--- config.mk ---
export PLATFORM = sky130hd
export DESIGN_NAME = switch_allocator_flat
export DESIGN_NICKNAME = d
export VERILOG_FILES = /design/src/rtl/noc_params.sv /design/src/rtl/switch_allocator_if.sv /design/src/rtl/round_robin_arbiter.sv /design/src/rtl/switch_allocator.sv /design/src/flat_wrapper.sv
export SDC_FILE = /design/constraint.sdc
export NUM_CORES = 1
export LEC_CHECK = 0
export BUFFER_PORTS_ARGS = -buffer_cell sky130_fd_sc_hd__buf_2
export CAP_MARGIN = 10
export CORE_MARGIN = 5
export CORE_UTILIZATION = 40
export CTS_CLUSTER_DIAMETER = 60
export CTS_CLUSTER_SIZE = 14
export DETAILED_ROUTE_END_ITERATION = 8
export GPL_TIMING_DRIVEN = 0
export HOLD_SLACK_MARGIN = 0.03
export PLACE_DENSITY_LB_ADDON = 0.12
export SLEW_MARGIN = 20
export SYNTH_ARGS = -nofsm -noshare
export SYNTH_HDL_FRONTEND = slang
export SYNTH_SLANG_ARGS = --single-unit
--- constraint.sdc ---
create_clock -name clk -period 8.05 [get_ports clk]
set_clock_uncertainty 0.1 [all_clocks]
set_input_delay 0.4025 -clock clk [delete_from_list [all_inputs] [get_ports clk]]
set_output_delay 0.4025 -clock clk [all_outputs]
set_load 0.005 [all_outputs]
--- src/rtl/noc_params.sv ---
// Router-wide NoC dimensions and the index types and wrap helpers shared by the router blocks.
package noc_params;

    localparam int unsigned PORT_NUM = 5;
    localparam int unsigned VC_NUM   = 2;
    localparam int unsigned PORT_W   = (PORT_NUM > 1) ? $clog2(PORT_NUM) : 1;
    localparam int unsigned VC_W     = (VC_NUM > 1) ? $clog2(VC_NUM) : 1;

    typedef logic [PORT_W-1:0] port_t;
    typedef logic [VC_W-1:0]   vc_t;

    function automatic vc_t vc_next(vc_t v);
        if (32'(v) == VC_NUM - 1) return '0;
        return v + vc_t'(1);
    endfunction

    function automatic port_t port_next(port_t p);
        if (32'(p) == PORT_NUM - 1) return '0;
        return p + port_t'(1);
    endfunction

endpackage

--- src/rtl/switch_allocator_if.sv ---
// Request/grant and credit-return bundle between the input ports and the switch allocator.
interface switch_allocator_if;
    import noc_params::*;

    logic  [PORT_NUM-1:0][VC_NUM-1:0] valid_i;
    port_t [PORT_NUM-1:0][VC_NUM-1:0] out_port_i;
    vc_t   [PORT_NUM-1:0][VC_NUM-1:0] ds_vc_i;
    logic  [PORT_NUM-1:0]             credit_valid_i;
    vc_t   [PORT_NUM-1:0]             credit_vc_i;

    logic  [PORT_NUM-1:0][VC_NUM-1:0] read_o;
    vc_t   [PORT_NUM-1:0]             vc_sel_o;
    port_t [PORT_NUM-1:0]             in_sel_o;
    logic  [PORT_NUM-1:0]             out_valid_o;

    modport master (
        output valid_i, out_port_i, ds_vc_i, credit_valid_i, credit_vc_i,
        input  read_o, vc_sel_o, in_sel_o, out_valid_o
    );

    modport slave (
        input  valid_i, out_port_i, ds_vc_i, credit_valid_i, credit_vc_i,
        output read_o, vc_sel_o, in_sel_o, out_valid_o
    );

endinterface

--- src/rtl/round_robin_arbiter.sv ---
// Combinational round-robin arbiter: first requester at or above ptr_i wins, wrapping at N.
module round_robin_arbiter #(
    parameter int unsigned N = 2,
    parameter int unsigned W = 1
) (
    input  logic [N-1:0] req_i,
    input  logic [W-1:0] ptr_i,
    output logic [N-1:0] gnt_o,
    output logic [W-1:0] idx_o,
    output logic         any_o
);

    always_comb begin
        int unsigned j;
        logic        found;
        gnt_o = '0;
        idx_o = '0;
        found = 1'b0;
        j     = 0;
        for (int unsigned k = 0; k < N; k++) begin
            j = (32'(ptr_i) + k) % N;
            if (!found && req_i[j]) begin
                found    = 1'b1;
                gnt_o[j] = 1'b1;
                idx_o    = W'(j);
            end
        end
        any_o = found;
    end

endmodule

--- src/rtl/switch_allocator.sv ---
// Separable input-first switch allocator with per-(output, downstream VC) credit tracking.
module switch_allocator
    import noc_params::*;
#(
    parameter int unsigned BUFFER_SIZE = 8
) (
    input logic               clk,
    input logic               rst,
    switch_allocator_if.slave sa
);

    localparam int unsigned CW = $clog2(BUFFER_SIZE + 1);
    typedef logic [CW-1:0] credit_t;

    credit_t [PORT_NUM-1:0][VC_NUM-1:0] credit_q, credit_d;
    vc_t     [PORT_NUM-1:0]             in_ptr_q, in_ptr_d;
    port_t   [PORT_NUM-1:0]             out_ptr_q, out_ptr_d;

    logic    [PORT_NUM-1:0][VC_NUM-1:0] elig, s1_gnt;
    vc_t     [PORT_NUM-1:0]             s1_idx;
    logic    [PORT_NUM-1:0]             s1_any;
    port_t   [PORT_NUM-1:0]             s1_port;
    // Indexed [output][input].
    logic    [PORT_NUM-1:0][PORT_NUM-1:0] out_req, s2_gnt;
    port_t   [PORT_NUM-1:0]             s2_idx;
    logic    [PORT_NUM-1:0]             s2_any;
    logic    [PORT_NUM-1:0]             in_won;
    vc_t     [PORT_NUM-1:0]             grant_ds;

    always_comb begin
        elig = '0;
        for (int unsigned i = 0; i < PORT_NUM; i++) begin
            for (int unsigned v = 0; v < VC_NUM; v++) begin
                port_t op;
                vc_t   dv;
                op = sa.out_port_i[i][v];
                dv = sa.ds_vc_i[i][v];
                if (sa.valid_i[i][v] && (32'(op) < PORT_NUM)) begin
                    elig[i][v] = (credit_q[op][dv] != '0);
                end
            end
        end
    end

    for (genvar i = 0; i < PORT_NUM; i++) begin : g_stage1
        round_robin_arbiter #(
            .N (VC_NUM),
            .W (VC_W)
        ) u_arb (
            .req_i (elig[i]),
            .ptr_i (in_ptr_q[i]),
            .gnt_o (s1_gnt[i]),
            .idx_o (s1_idx[i]),
            .any_o (s1_any[i])
        );
    end

    always_comb begin
        s1_port = '0;
        out_req = '0;
        for (int unsigned i = 0; i < PORT_NUM; i++) begin
            s1_port[i] = sa.out_port_i[i][s1_idx[i]];
        end
        for (int unsigned p = 0; p < PORT_NUM; p++) begin
            for (int unsigned i = 0; i < PORT_NUM; i++) begin
                out_req[p][i] = s1_any[i] && (s1_port[i] == port_t'(p));
            end
        end
    end

    for (genvar p = 0; p < PORT_NUM; p++) begin : g_stage2
        round_robin_arbiter #(
            .N (PORT_NUM),
            .W (PORT_W)
        ) u_arb (
            .req_i (out_req[p]),
            .ptr_i (out_ptr_q[p]),
            .gnt_o (s2_gnt[p]),
            .idx_o (s2_idx[p]),
            .any_o (s2_any[p])
        );
    end

    // An input that loses stage 2 keeps its VC pointer so its winner retries first.
    always_comb begin
        in_won    = '0;
        grant_ds  = '0;
        in_ptr_d  = in_ptr_q;
        out_ptr_d = out_ptr_q;
        for (int unsigned p = 0; p < PORT_NUM; p++) begin
            if (s2_any[p]) begin
                in_won[s2_idx[p]]   = 1'b1;
                grant_ds[p]         = sa.ds_vc_i[s2_idx[p]][s1_idx[s2_idx[p]]];
                out_ptr_d[p]        = port_next(s2_idx[p]);
                in_ptr_d[s2_idx[p]] = vc_next(s1_idx[s2_idx[p]]);
            end
        end
    end

    always_comb begin
        sa.read_o      = '0;
        sa.vc_sel_o    = '0;
        sa.in_sel_o    = '0;
        sa.out_valid_o = '0;
        if (rst) begin
            for (int unsigned i = 0; i < PORT_NUM; i++) begin
                if (in_won[i]) begin
                    sa.read_o[i]   = s1_gnt[i];
                    sa.vc_sel_o[i] = s1_idx[i];
                end
            end
            for (int unsigned p = 0; p < PORT_NUM; p++) begin
                if (s2_any[p]) begin
                    sa.in_sel_o[p]    = s2_idx[p];
                    sa.out_valid_o[p] = 1'b1;
                end
            end
        end
    end

    // A grant and a returned credit on the same counter cancel out.
    always_comb begin
        credit_d = credit_q;
        for (int unsigned p = 0; p < PORT_NUM; p++) begin
            for (int unsigned d = 0; d < VC_NUM; d++) begin
                logic dec;
                logic inc;
                dec = s2_any[p] && (grant_ds[p] == vc_t'(d));
                inc = sa.credit_valid_i[p] && (sa.credit_vc_i[p] == vc_t'(d));
                if (dec && !inc) begin
                    credit_d[p][d] = credit_q[p][d] - credit_t'(1);
                end else if (inc && !dec && (credit_q[p][d] != credit_t'(BUFFER_SIZE))) begin
                    credit_d[p][d] = credit_q[p][d] + credit_t'(1);
                end
            end
        end
    end

    always_ff @(posedge clk or negedge rst) begin
        if (!rst) begin
            for (int unsigned p = 0; p < PORT_NUM; p++) begin
                for (int unsigned d = 0; d < VC_NUM; d++) begin
                    credit_q[p][d] <= credit_t'(BUFFER_SIZE);
                end
            end
            in_ptr_q  <= '0;
            out_ptr_q <= '0;
        end else begin
            credit_q  <= credit_d;
            in_ptr_q  <= in_ptr_d;
            out_ptr_q <= out_ptr_d;
        end
    end

    for (genvar p = 0; p < PORT_NUM; p++) begin : g_credit_chk
        always_ff @(posedge clk) begin
            if (rst && sa.credit_valid_i[p] &&
                !(s2_any[p] && (grant_ds[p] == sa.credit_vc_i[p]))) begin
                assert (credit_q[p][sa.credit_vc_i[p]] != credit_t'(BUFFER_SIZE))
                else $warning("credit overflow on output %0d vc %0d", p, sa.credit_vc_i[p]);
            end
        end
    end

endmodule

--- src/flat_wrapper.sv ---
// flat-port wrapper written by rule: the top's interface ports become plain ports
module switch_allocator_flat import noc_params::*;
#(
    parameter int unsigned BUFFER_SIZE = 8
)
  (clk, rst, sa_valid_i, sa_out_port_i, sa_ds_vc_i, sa_credit_valid_i, sa_credit_vc_i, sa_read_o, sa_vc_sel_o, sa_in_sel_o, sa_out_valid_o);
  switch_allocator_if sa_i ();
  input logic clk;
  input logic rst;
  input wire logic [$bits(sa_i.valid_i)-1:0] sa_valid_i;
  input wire logic [$bits(sa_i.out_port_i)-1:0] sa_out_port_i;
  input wire logic [$bits(sa_i.ds_vc_i)-1:0] sa_ds_vc_i;
  input wire logic [$bits(sa_i.credit_valid_i)-1:0] sa_credit_valid_i;
  input wire logic [$bits(sa_i.credit_vc_i)-1:0] sa_credit_vc_i;
  output wire logic [$bits(sa_i.read_o)-1:0] sa_read_o;
  output wire logic [$bits(sa_i.vc_sel_o)-1:0] sa_vc_sel_o;
  output wire logic [$bits(sa_i.in_sel_o)-1:0] sa_in_sel_o;
  output wire logic [$bits(sa_i.out_valid_o)-1:0] sa_out_valid_o;
  assign sa_i.valid_i = sa_valid_i;
  assign sa_i.out_port_i = sa_out_port_i;
  assign sa_i.ds_vc_i = sa_ds_vc_i;
  assign sa_i.credit_valid_i = sa_credit_valid_i;
  assign sa_i.credit_vc_i = sa_credit_vc_i;
  assign sa_read_o = sa_i.read_o;
  assign sa_vc_sel_o = sa_i.vc_sel_o;
  assign sa_in_sel_o = sa_i.in_sel_o;
  assign sa_out_valid_o = sa_i.out_valid_o;
  switch_allocator #(.BUFFER_SIZE(BUFFER_SIZE)) u_core (.clk(clk), .rst(rst), .sa(sa_i));
endmodule
==> flow_summary.ini <==
[logic_synthesis]
synth_seq_cells = 60
synth-edff-count = 0
yosysSeqAreaShare = 0.107
synth_warnings = 0
synth.top_cell.area_share = 0.116
yosys-top-cells-area = ha_1 12%, dfrtp_1 8.8%, a21oi_1 4.7%
synth_fp_nets = 2112
async_flop_share = 1.00
syn-cell-area_um2 = 14100
synthCells = 1907
synth_area_leader_cell = ha_1
yosysUniqueCellTypes = 109
yosys_most_used_dff = dfrtp_1
synth_area_per_cell_um2 = 7.42

[run_status]
status = complete, no violations

[sta]
hold_viol_final = 0
fin_crit_sh = 0.987
holdWs_ps = 400
setup_viol = 0
finalSetupTns_ps = 0
fmax_mhz = 126
worst_pin_slew_ps = 1230
max_slew_margin = 0.170
period_needed_ps = 7940
slew_violations = 0

[finish]
multiInputGateArea_um2 = 12100
layout_common_cells = 164 x nor2_1, 144 x nand2_1, 140 x inv_1
final_area_um2 = 16000
nFillCells = 3583
fin_nets = 2233
layout_commonest_cell = nor2_1
syn_to_final_growth_pct = 13.0
layout-drive-gt1-share = 0.145
layoutNonFillerInstCount = 2493
layout.area.seq_um2 = 1520

[worst_setup_path]
rr_startpoint = u_core.credit_q[20]
crit_fanout = 6
crit_required_ps = 8230
slowest_delay_ps = 840
reg2regPathDepth = 23
reg2reg_setup_slack_ps = 110
cp_cell_sequence = nor4_2 -> mux2i_1 -> a2111o_1 -> and3_4 -> or4_1 -> clkbuf_1 -> a22oi_1 -> o2111ai_1 -> o31ai_1 -> a311oi_1 -> o21a_1 -> or3_1 -> and2_1 -> mux2i_4 -> mux4_2 -> o21ai_1 -> nor2_1 -> ha_1 -> a21o_1 -> a21oi_1 -> or3_1 -> mux2i_1 -> a22oi_1
setup.worst_path.start = u_core.credit_q[20]
critical_path_arrival_ps = 8120
critPathTopFamily = compound AO/OA/AOI/OAI gates
cp_slowest_cell = nor4_2
path_class = reg -> reg
critPathBufInv = 1
cp-end-kind = flop
cp-start-kind = flop
worstReg2RegEnd = u_core.credit_q[31]

[clock_network]
tritoncts = yes
clk_pin_slew_worst_paths_ps = 70
clk_path_buf_depth = 2
h-tree-depth = 3
root_buffer = clkbuf_16
worstSkewPairLatency_ps = 360
numCtsBuffers = 9
cts.sinks = 60

[place]
post-dp-hpwl_um = 42600
gp_congestion = 0.966
place_area_um2 = 15200
dpl.cell_count = 2444
io_buffers = 81

[detailed_routing]
routedWlPerCell_um = 21.3
drtPass1Iterations = 6
route.antenna.remaining_nets = 0
wl_um = 53100
drcViolationCount = 0
first_iter_violations = 1503
routed-via-count = 15700
avgViaCountPerCell = 6.29

[grt]
grt_usage = 0.256
antenna_found_initial = 4
grt_pass1_wl_um = 80400
grt_max_degree = 33
grt_overflow_total = 0
grt_pass1_vias = 14200

[min_path]
holdPathStages = 1
hold_end = u_core.credit_q[35]
hp-class = reg -> reg
holdCritStartpoint = u_core.credit_q[35]

[floorplan]
coreArea_um2 = 34700
num_io_pins = 97
die_area_um2 = 39200
num_rows = 68
die_h_um = 198
start_util = 0.407
die_x_um = 198

[flow_run]
cap_violations = 0
[synthesized netlist by cell type (all sizes together) (14+ instances only)]
master,number
a211o,14
a211oi,30
a21o,27
a21oi,133
a221oi,18
a22oi,18
a31oi,22
and2,24
and3,17
clkbuf,50
dfrtp,50
ha,131
inv,147
mux2,20
mux2i,60
mux4,14
nand2,145
nand2b,39
nand3,43
nand4,15
nor2,167
nor2b,28
nor3,67
nor4,25
o211ai,36
o21a,18
o21ai,98
o221ai,14
o22ai,36
or2,15
or3,22
or4,20
xnor2,62
xor2,19
[through the flow]
step           setup slack, ps   util
4_1_cts                   23.7  0.450
2_1_floorplan              859      -
3_3_place_gp              -738  0.435
5_1_grt                  -70.9  0.460
3_5_place_dp             -1010  0.436
6_report                   108  0.461
[kinds of logic (layout without fill, tap and decap cells)]
kind of cell	after synthesis	in the layout	share of synthesized area
AOI/OAI and AO/OA	629	629	0.316
xor gates and xnor gates	81	81	0.0507
adders and majority gates	144	144	0.134
buffers and inverters	216	342	0.0587
DFF	60	60	0.107
muxes	94	94	0.0825
other	0	5	0
and+or+nand+nor	683	683	0.251
[flip-flops by register name, indices dropped and copies added, names as in the netlist]
name,cells
u_core.credit_q,40
u_core.in_ptr_q,5
u_core.out_ptr_q,15
[repair_timing]
item / in CTS / in global routing
endpoints found under the setup margin: 29 / 29
hold endpoints to repair: 23 / 0
pin swaps: 2 / 4
resized for setup: 25 / 50
cloned: 0 / 0
hold buffers: 1 / 0
setup buffers: 6 / 23
[metal layers]
metal	up-vias	share of wire	GRT usage
li1	7463	-	-
met1	7410	0.44	0.349
met2	700	0.45	0.409
met3	112	0.075	0.0439
met4	2	0.039	0.0905
met5	-	0.00038	0
[final cells by class]
cell class / instances / area share
repair buffers: 112 / 0.0410
multi-input cells: 1631 / 0.755
clock buffers: 9 / 0.0141
well taps: 455 / 0.0356
inverters: 154 / 0.0380
plain buffers: 60 / 0.0160
flip-flops and latches: 60 / 0.0949
clock inverters: 7 / 0.00477
diodes: 5 / 0.000783
[how the worst max path moves through the flow]
stage / to / slack [ps] / cells past startpoint
6_report: u_core.credit_q[31] / 110 / 23
5_1_grt: u_core.credit_q[39] / -70 / 32
4_1_cts: u_core.credit_q[19] / 20 / 30
3_5_place_dp: u_core.credit_q[3] / -1010 / 32
3_3_place_gp: u_core.credit_q[3] / -740 / 32
2_1_floorplan: u_core.credit_q[26] / 860 / 32
Power is left out: the tool's default activity adds up to more than one toggle a clock period on the data nets, which glitch-free logic cannot reach.
